===== src/rtl/regfile_cmd_ctrl.sv =====
// Byte-command master: parses framed write/read commands from the UART receive
// path, drives the register-file port and returns read data to the transmitter.
module regfile_cmd_ctrl #(
  parameter int          ADDR    = 4,
  parameter logic [7:0]  WR_CMD  = 8'hAA,
  parameter logic [7:0]  RD_CMD  = 8'hBB,
  parameter int          TIMEOUT = 1023
) (
  input  logic            clk,
  input  logic            reset_n,
  input  logic [7:0]      rx_data,
  input  logic            rx_valid,
  output logic            rf_wr_en,
  output logic            rf_rd_en,
  output logic [ADDR-1:0] rf_addr,
  output logic [7:0]      rf_wr_data,
  input  logic [7:0]      rf_rd_data,
  output logic [7:0]      tx_data,
  output logic            tx_valid,
  input  logic            tx_busy,
  output logic            cmd_err,
  output logic [2:0]      state_o
);

  // Handshakes: rx_valid is a one-cycle strobe with no backpressure, so a byte
  // is consumed (or rejected with cmd_err) in the cycle it appears. tx_valid is
  // only raised while tx_busy is low; the transfer completes in that cycle.

  typedef enum logic [2:0] {
    S_IDLE    = 3'd0,
    S_W_ADDR  = 3'd1,
    S_W_DATA  = 3'd2,
    S_R_ADDR  = 3'd3,
    S_RD_REQ  = 3'd4,
    S_RD_WAIT = 3'd5,
    S_TX_SEND = 3'd6
  } state_e;

  localparam logic [31:0] MAX_ADDR   = 32'((64'd1 << ADDR) - 64'd1);
  localparam logic [15:0] TIMEOUT_M1 = 16'(TIMEOUT - 1);

  state_e          state_q, state_d;
  logic [15:0]     cnt_q, cnt_d;
  logic            wr_en_q, wr_en_d;
  logic            rd_en_q, rd_en_d;
  logic            err_q, err_d;
  logic [ADDR-1:0] addr_q, addr_d;
  logic [7:0]      wdata_q, wdata_d;
  logic [7:0]      txd_q, txd_d;
  logic            addr_ok;

  assign addr_ok = ({24'd0, rx_data} <= MAX_ADDR);

  always_comb begin
    state_d = state_q;
    cnt_d   = 16'd0;
    wr_en_d = 1'b0;
    rd_en_d = 1'b0;
    err_d   = 1'b0;
    addr_d  = addr_q;
    wdata_d = wdata_q;
    txd_d   = txd_q;
    case (state_q)
      S_IDLE: begin
        if (rx_valid) begin
          if (rx_data == WR_CMD)      state_d = S_W_ADDR;
          else if (rx_data == RD_CMD) state_d = S_R_ADDR;
          else                        err_d   = 1'b1;
        end
      end
      S_W_ADDR, S_W_DATA, S_R_ADDR: begin
        if (rx_valid) begin
          if (state_q == S_W_DATA) begin
            wdata_d = rx_data;
            wr_en_d = 1'b1;
            state_d = S_IDLE;
          end else if (!addr_ok) begin
            err_d   = 1'b1;
            state_d = S_IDLE;
          end else begin
            addr_d = rx_data[ADDR-1:0];
            if (state_q == S_W_ADDR) begin
              state_d = S_W_DATA;
            end else begin
              rd_en_d = 1'b1;
              state_d = S_RD_REQ;
            end
          end
        end else if (cnt_q == TIMEOUT_M1) begin
          // Inter-byte gap exhausted: abandon the frame without touching the port.
          err_d   = 1'b1;
          state_d = S_IDLE;
        end else begin
          cnt_d = cnt_q + 16'd1;
        end
      end
      S_RD_REQ: begin
        err_d   = rx_valid;
        state_d = S_RD_WAIT;
      end
      S_RD_WAIT: begin
        err_d   = rx_valid;
        txd_d   = rf_rd_data;
        state_d = S_TX_SEND;
      end
      S_TX_SEND: begin
        err_d = rx_valid;
        if (!tx_busy) state_d = S_IDLE;
      end
      default: state_d = S_IDLE;
    endcase
  end

  always_ff @(posedge clk or negedge reset_n) begin
    if (!reset_n) begin
      state_q <= S_IDLE;
      cnt_q   <= 16'd0;
      wr_en_q <= 1'b0;
      rd_en_q <= 1'b0;
      err_q   <= 1'b0;
      addr_q  <= '0;
      wdata_q <= 8'd0;
      txd_q   <= 8'd0;
    end else begin
      state_q <= state_d;
      cnt_q   <= cnt_d;
      wr_en_q <= wr_en_d;
      rd_en_q <= rd_en_d;
      err_q   <= err_d;
      addr_q  <= addr_d;
      wdata_q <= wdata_d;
      txd_q   <= txd_d;
    end
  end

  assign rf_wr_en   = wr_en_q;
  assign rf_rd_en   = rd_en_q;
  assign rf_addr    = addr_q;
  assign rf_wr_data = wdata_q;
  assign tx_data    = txd_q;
  assign cmd_err    = err_q;
  assign tx_valid   = (state_q == S_TX_SEND) && !tx_busy;
  assign state_o    = state_q;

endmodule

===== config.mk =====
export PLATFORM = sky130hd
export DESIGN_NAME = regfile_cmd_ctrl
export DESIGN_NICKNAME = d
export VERILOG_FILES = /design/src/rtl/regfile_cmd_ctrl.sv
export SDC_FILE = /design/constraint.sdc
export NUM_CORES = 1
export LEC_CHECK = 0
export CAP_MARGIN = 20
export CORE_ASPECT_RATIO = 1.5
export CORE_MARGIN = 3
export CORE_UTILIZATION = 44
export DETAILED_ROUTE_END_ITERATION = 8
export PLACE_DENSITY = 0.78
export SLEW_MARGIN = 20
export SYNTH_ARGS = -nofsm -noshare
export SYNTH_HDL_FRONTEND = slang
export SYNTH_SLANG_ARGS = --single-unit

===== constraint.sdc =====
create_clock -name clk -period 1.45 [get_ports clk]
set_clock_uncertainty 0.05 [all_clocks]
set_input_delay 0.145 -clock clk [delete_from_list [all_inputs] [get_ports clk]]
set_output_delay 0.145 -clock clk [all_outputs]
set_load 0.02 [all_outputs]

## After elaboration in Yosys (flattened, before gate mapping)

Index checks and enable logic that the tools add are counted.

- Register bits after elaboration: 42
- Input port bits: 20
- Word-level logic and storage cells: 61

- Add/subtract/negate cells: 1
- Order comparisons: 1
- Eq/ne operators: 13
- Multiplexer cells: 29
- Bitwise operators: 1
- Reductions and logical operators: 8

Operators by type and width:

| kind | number |
|---|---|
| $mux 16 | 3 |
| $mux 3 | 9 |
| $add 16x1->16 const B | 1 |
| $eq 16x10->1 const B | 1 |
| $eq 8x8->1 const B | 2 |
| $mux 1 | 15 |
| $pmux 3 s5 | 1 |
| $eq 3x3->1 const B | 3 |
| $le 8x4->1 const B | 1 |
| $reduce_and 4->1 | 2 |
| $eq 3x2->1 const B | 2 |
| $ne 3x3->1 const B | 2 |
| $reduce_or 3->1 | 2 |
| $ne 2x2->1 const B | 2 |
| $eq 3x1->1 const B | 1 |
| $logic_not 3->1 | 1 |
| $pmux 1 s3 | 1 |
| $reduce_and 3->1 | 1 |
| $logic_and 1x1->1 | 1 |
| $logic_not 1->1 | 1 |
| $not 1->1 | 1 |

## Depth between registers and ports, before layout

Gate-level depths: netlist of the first run.

- Depth in word-level cells: 6
- Depth in mapped cells: 7
- Gate-level depth less buffers: 7

## Worst setup path before layout of the first run

Ideal clock, no wire load.

- Path kind: register to register
- Start point: register state_q[0] (netlist: state_o[0])
- End point: register wdata_q[0] (netlist: rf_wr_data[0])
- Data arrival time: 1435 ps
- Data required time: 1275 ps
- Setup slack: -160 ps
- Stages on the path, launching flop included: 6
- Path buffers: 2
- Period minus slack after synthesis: 1610 ps
- Path through: dfrtp_1 > buf_2 > nor2_1 > and3_1 > buf_2 > mux2_2

- Cells in the longest elaborated chain, start to end: 3
- Elaborated cells between the ends (all ways): 5
- Classes of those cells: eq/ne (3); reduce/logical (2)

Ends and longest elaborated chain:

| element | line | RTL |
|---|---|---|
| start: declaration | 42 | `state_e state_q, state_d;` |
| start signal: assignment | 125 | `state_q <= state_d;` |
| $eq 3x2->1 (tied with other cells) | 63, 73 |  |
| $reduce_or 3->1 | 63 | `case (state_q)` |
| $reduce_and 3->1 (no source line) * | - |  |
| end signal: assignment | 131 | `wdata_q <= wdata_d;` |
| end: declaration | 48 | `logic [7:0] wdata_q, wdata_d;` |

Every way passes the cells marked *; elsewhere a longest branch is shown, timed or not.
A chain may end at the register's enable or synchronous reset.

## Worst setup path after layout of the first run

- Start point: register state_q[0] (netlist: state_o[0])
- End point: register state_q[1] (netlist: state_o[1])

- Cells in the longest elaborated chain, start to end: 6
- Elaborated cells between the ends (all ways): 18
- Classes of those cells: eq/ne (10); mux (5); reduce/logical (3)

Ends and longest elaborated chain:

| element | line | RTL |
|---|---|---|
| $eq 3x1->1 | 63, 82 |  |
| $mux 3 | 82 | `if (state_q == S_W_ADDR) begin` |
| $mux 3 | 77 | `end else if (!addr_ok) begin` |
| $mux 3 | 73 | `if (state_q == S_W_DATA) begin` |
| $mux 3 | 72 | `if (rx_valid) begin` |
| $pmux 3 s5 | 63 |  |

Several ways; a longest one is shown, not always the timed one.

==> flow_summary.toml, run 1 <==
[outcome]
outcome = "finished, violations left"
violations = "negative setup slack"

[grt]
overflow = 0
grt_max_degree = 18
grt_pass1_vias = 1763
grt_pass1_wl_um = 8031
grtUsageTotal_pct = 20.80
antenna_found_initial = 0

[synthesis]
yosysUniqueCellTypes = 29
syn-num-nets = 182
synth_area_sq_mm = 0.001867
synthFlopType = "dfrtp_1"
synth-seq-area-share_pct = 56.30
synth_area_per_cell_sq_um = 11.67
async_reset_ff_share_pct = 100.0
ys_seq_elements = 42
synth_edf_count = 0
ys_warn_count = 0
synth_cells = 160

[sta]
relSlewSlack_pct = 75.77
rsz0062_at_grt = "true"
finalSetupTns_ns = -1.361
period_share_pct = 110.2
tightest_slew_ns = 0.3634
final.min_clock_period_ns = 1.599
layout_setup_ws_ns = -0.1485
setup_viol = 25
slew_violations = 0
fmax_mhz = 625.6
hold_violations = 0

[detailed_routing]
dr_total_vias = 1562
ant_nets = 0
post_drt_wl_per_cell_um = 16.17
drt_iter0_drc = 38
finalWirelength_um = 4753
vias_per_cell = 5.313
drc = 0
first_pass_iters = 4

[finish]
mostFrequentLayoutCell = "dfrtp_1"
drive_gt1_share_pct = 34.94
area_growth_pct = 55.43
layout.nets = 270
final_util_pct = 72.02
most-common-layout-cells = "40 x dfrtp_1, 37 x buf_4, 23 x dlygate4sd2_1, 19 x nor2_1, 18 x clkdlybuf4s50_1"
diodes = 0

[floorplanning]
core-area_sq_mm = 0.004029
dieArea_sq_mm = 0.005077
die_height_um = 85.78
io_pins = 47
fp.dieW_um = 59.19
start_util_pct = 46.34
placementRows = 28

[setup_path]
max_stage_delay_ns = 0.47
worstSetupEndpointType = "register"
cp_slowest_cell = "dfrtp_2"
cp-start-kind = "register"
cp.required_ns = 1.59
crit_fanout = 7
arrival_ns = 1.74
crit_chain = "buf_4, nor2_1, a21oi_1, a21boi_2, a31o_2"
timing.critical_path.from = "state_o[0]"
critPathKind = "reg -> reg"
reg2reg_from = "state_o[0]"

[clocking]
clk_pin_slew_ns = 0.08
htreeDepth = 2
numCtsBuffers = 5
clockRootBuffer = "clkbuf_8"
cts_tree = "built"
clock-sinks = 42
ctsLongestPathBuffers = 2
clk-insertion-delay-late_ns = 0.30

[place]
dp_hpwl_um = 3633
gp_congestion = 0.8142
port_buffers = 46

[worst_hold_path]
hold_path_class = "in -> async"

[pwr]
ir_worst_vdd_mv = 1.669
power-per-cell-area_mw_per_mm2 = 1518
p_leak_nw = 1.408

[job]
cap_violations = 0
[logic make-up after synthesis]
group                      share of synthesized area [%]
muxes                                              12.06
AOI/OAI and AO/OA                                  4.022
and+or+nand+nor                                    17.16
xor gates and xnor gates                           7.037
DFF                                                56.30
adders and majority gates                          1.340
buffers and inverters                              2.078
[worst paths after layout]
kind | endpoint | slack, ns | depth (start not counted)
max | state_o[1] | -0.15 | 5
min | cnt_q[1] | 0.23 | 2
max reg2reg | state_o[1] | -0.15 | 5
min reg2reg | tx_data[5] | 0.45 | 1
max in group asynchronous | tx_data[4] | 0.61 | 3
min in group clk | tx_data[5] | 0.40 | 2
[state kept, by name, indices dropped and copies added (netlist names)]
name        cells
cnt_q          16
rf_wr_data      8
tx_data         8
rf_addr         4
state_o         3
cmd_err         1
rf_rd_en        1
rf_wr_en        1
[stage by stage]
step                cell area (sq um)  power [mW]  instances  setup WS [ns]  hold slack [ns]
detailed placement               2710       3.393        283        -0.2938          0.02053
global route                     2902       4.653        294        -0.2214           0.2474
global placement                 2710       3.338        283        -0.2184          0.01745
floorplan                        1961       2.562        160       -0.06735          -0.2006
finish                           2902       4.406        294        -0.1485           0.2285
CTS                              2846       4.375        292        -0.1658           0.2259
[Yosys cell counts (2+ instances only)]
cell type	count	area [sq um]
inv_1	3	11.26
xnor2_1	4	35.03
nand3_1	8	40.04
ha_1	2	25.02
nor2_1	21	78.83
nor4b_1	2	17.52
xor2_1	11	96.34
and3_1	7	43.79
nand4_1	2	12.51
and4_1	2	17.52
buf_2	4	20.02
o21ai_0	4	20.02
a31oi_1	2	12.51
dfrtp_1	42	1051
mux2_2	20	225.2
nor3_1	2	10.01
nand2_1	10	37.54
a21oi_1	2	10.01
and4b_1	2	20.02
[layer usage]
layer,up-vias,part of all wire (%),track usage (%)
li1,729,-,-
met1,770,36,22.28
met2,53,56,37.41
met3,10,5.7,5.572
met4,0,2.3,8.041
met5,-,0,0
[power breakdown]
part | switching, mW | internal [mW]
sequential | 0.155 | 1.43
combinational | 0.852 | 0.861
clock | 0.417 | 0.690
[worst max-delay path: cells and delay by family, from the launching register on]
kind            cells  cell delay [ns]
flops               1             0.47
simple gates        1             0.27
compound gates      3             0.55
buf+inv             1             0.16
[final cells by class]
class | instances | area (sq um)
clock inverter | 3 | 68.82
timing repair buffer | 86 | 749.5
sequential | 42 | 1054
clock buffer | 5 | 68.82
fill | 287 | 1127
tap | 45 | 56.30
inverter | 3 | 11.26
multi-input combinational | 110 | 893.4
[what timing repair did]
| action | CTS | global route |
|---|---|---|
| setup buffers | 0 | 2 |
| hold buffers | 1 | 0 |
| gates resized for setup | 34 | 13 |
| hold endpoints to repair | 29 | 0 |
| setup endpoints to repair | 58 | 28 |
| pin swaps | 2 | 3 |
Note: power is estimated with default switching activity, not from simulation.
==> run 2, diff against run 1 <==
--- a/config.mk
+++ b/config.mk
@@ -9,6 +9,7 @@
 export CORE_ASPECT_RATIO = 1.5
 export CORE_MARGIN = 3
 export CORE_UTILIZATION = 44
+export CTS_CLUSTER_SIZE = 14
 export DETAILED_ROUTE_END_ITERATION = 8
 export PLACE_DENSITY = 0.78
 export SLEW_MARGIN = 20
==> results of run 2 <==
The final DEF is identical to that of run 1; final timing and power are the same.
==> RTL edit (config.mk and constraints of run 1) <==
Reset style: synchronous (`reset_n`), changed in one clocked block.
--- a/src/rtl/regfile_cmd_ctrl.sv
+++ b/src/rtl/regfile_cmd_ctrl.sv
@@ -113,3 +113,3 @@
 
-  always_ff @(posedge clk or negedge reset_n) begin
+  always_ff @(posedge clk) begin
     if (!reset_n) begin
Check against the original RTL: differs if reset_n is asserted again (counterexample within 4 cycles, from zero or initial values and one cycle with reset_n low); with reset_n held inactive, the same outputs for 10 cycles.
==> RTL edit against run 1 <==
The run still ends with negative setup slack left; cell area grew 0.30%; global-route usage shrank 1.0 points; synthesized area grew 3.6%; worst setup slack gained 0.068 ns; routed wire length shrank 1.6%; sequential cell count is the same; critical path type unchanged.
Power is not compared: it rests on default switching activity, and its combinational part moved more than twofold at a synthesized area within 25%.
==> RTL edit: results <==
metrics = {
    "synthesis": {
        "synthArstFlopShare_pct": 0,
        "yosysUniqueCellTypes": 44,
        "ys_top_cells_by_count": "42 x dfxtp_1, 22 x nand2_1, 15 x nor2b_1, 14 x mux2i_1",
        "yosys-top-cells-area": "dfxtp_1 43%, mux2i_1 7.2%, nor2b_1 4.9%, nand2_1 4.3%, xor2_1 4.1%",
        "synth_mux_area_share_pct": 7.24,
        "synth_xor_area_share_pct": 5.43,
        "yosys_warnings": 0,
        "synthAdderAreaFrac_pct": 1.29,
        "ys_seq_area_share_pct": 43.5,
        "synth_nets": 223,
        "synth_compound_area_share_pct": 11.5,
    },
    "power": {
        "pwr-share-clk_pct": 34.6,
        "power.density_nw_per_um2": 1070,
        "seqPwrFrac_pct": 40.7,
        "ir_drop_mv": 1.02,
        "sw_frac_of_total_pct": 27.7,
        "p_leak_nw": 1.43,
    },
    "finish": {
        "largest_reg_flops": 16,
        "antennaDiodeCount": 0,
        "layout.nets": 299,
        "drive_above_1_share_pct": 28.8,
        "regMostFlops": "cnt_q",
    },
    "timing": {
        "worstMarginPinSlew_ns": 0.408,
        "finalSetupViolations": 3,
        "layout_setup_ws_ns": -0.0804,
    },
    "setup_path": {
        "slowest_stage": "dfxtp_4",
        "critPathMaxFanout": 4,
        "critPathTopFamily": "compound AO/OA/AOI/OAI gates",
        "crit_start": "cnt_q[0]$_SDFF_PP0_",
        "slowest_delay_ns": 0.35,
        "critical_path_arrival_ns": 1.71,
    },
    "placed_design": {
        "gp_congestion": 0.849,
        "dp_hpwl_um": 3410,
        "postPlaceCellArea_sq_um": 2680,
        "io_buffers": 46,
    },
    "cts": {
        "cts_made_buffers": 5,
        "cts_setup_buffers": 0,
        "clockBufferDepth": 2,
        "cts_resized": 24,
        "ctsHtreeMaxLevel": 2,
        "cts-root-buf": "clkbuf_8",
        "clk_latency_ns": 0.29,
        "clkSlewWorstSetupHoldPaths_ns": 0.08,
    },
    "routing": {
        "drt_iter0_drc": 78,
        "routedWlPerCell_um": 14.5,
        "viasPerCell": 5.28,
        "dr.pass1.iters": 4,
    },
    "global_routing": {
        "grt_usage_pct": 19.8,
        "grt_max_degree": 21,
        "grt_pass1_vias": 1815,
        "grt_pass1_wl_um": 7830,
        "antenna_found_initial": 0,
    },
    "status": {
        "failed_checks": "negative setup slack",
        "status": "finished with violations",
    },
    "hold_path": {
        "hp-class": "in2reg",
        "hp-start": "rx_data[6]",
    },
}
-- RTL edit: area by class of cell --
cell class                 count  area (sq um)
clock buffer                   7           108
clock inverter                 1          30.0
fill                         323          1190
inverter                       3          13.8
multi-input combinational    145          1090
sequential                    42           853
tap                           45          56.3
timing repair buffer          80           759
-- RTL edit: metrics by stage --
step                      TNS (ns)  util [%]  cells  setup WS, ns  hold slack, ns
after global placement       -2.84      65.5    314        -0.239           0.391
final                       -0.122      71.0    323       -0.0804           0.135
after CTS                   -0.121      69.1    322        -0.121           0.404
after floorplan           -0.00971         -    201      -0.00971           0.222
after global routing        -0.754      71.0    323        -0.155           0.146
after detailed placement     -3.34      65.5    314        -0.269           0.398
-- RTL edit: routing by layer --
layer  wire length, um  GRT usage [%]  vias up
met1              1790           20.0      803
met4               165           10.5        0
met3               198           5.79       12
li1                  -              -      849
met2              2530           35.1       41
met5                 0              0        -
-- RTL edit: worst reg2reg max path, cell delays in order (launching register included) --
cell and delay, ns:
dfxtp_4 0.35, inv_4 0.05, ha_4 0.11, nor4b_4 0.23, a41oi_4 0.19, a221oi_2 0.29
mux2i_1 0.20
-- RTL edit: logic make-up (layout without fill, tap and decap cells) --
kind of cell               after synthesis  after routing
and+or+nand+nor                         89             89
DFF                                     42             42
muxes                                   14             14
xor gates and xnor gates                12             12
adders and majority gates                2              2
buffers and inverters                   14             91
AOI/OAI and AO/OA                       28             28
-- RTL edit: worst paths after layout --
kind	endpoint	slack [ns]	cells past startpoint
worst max-delay path	state_o[1]$_SDFFE_PN0P_	-0.08	6
worst min-delay path	rf_wr_data[6]$_SDFFE_PN0P_	0.13	3
worst max register to register	state_o[1]$_SDFFE_PN0P_	-0.08	6
worst min register to register	rf_wr_data[2]$_SDFFE_PN0P_	0.41	2
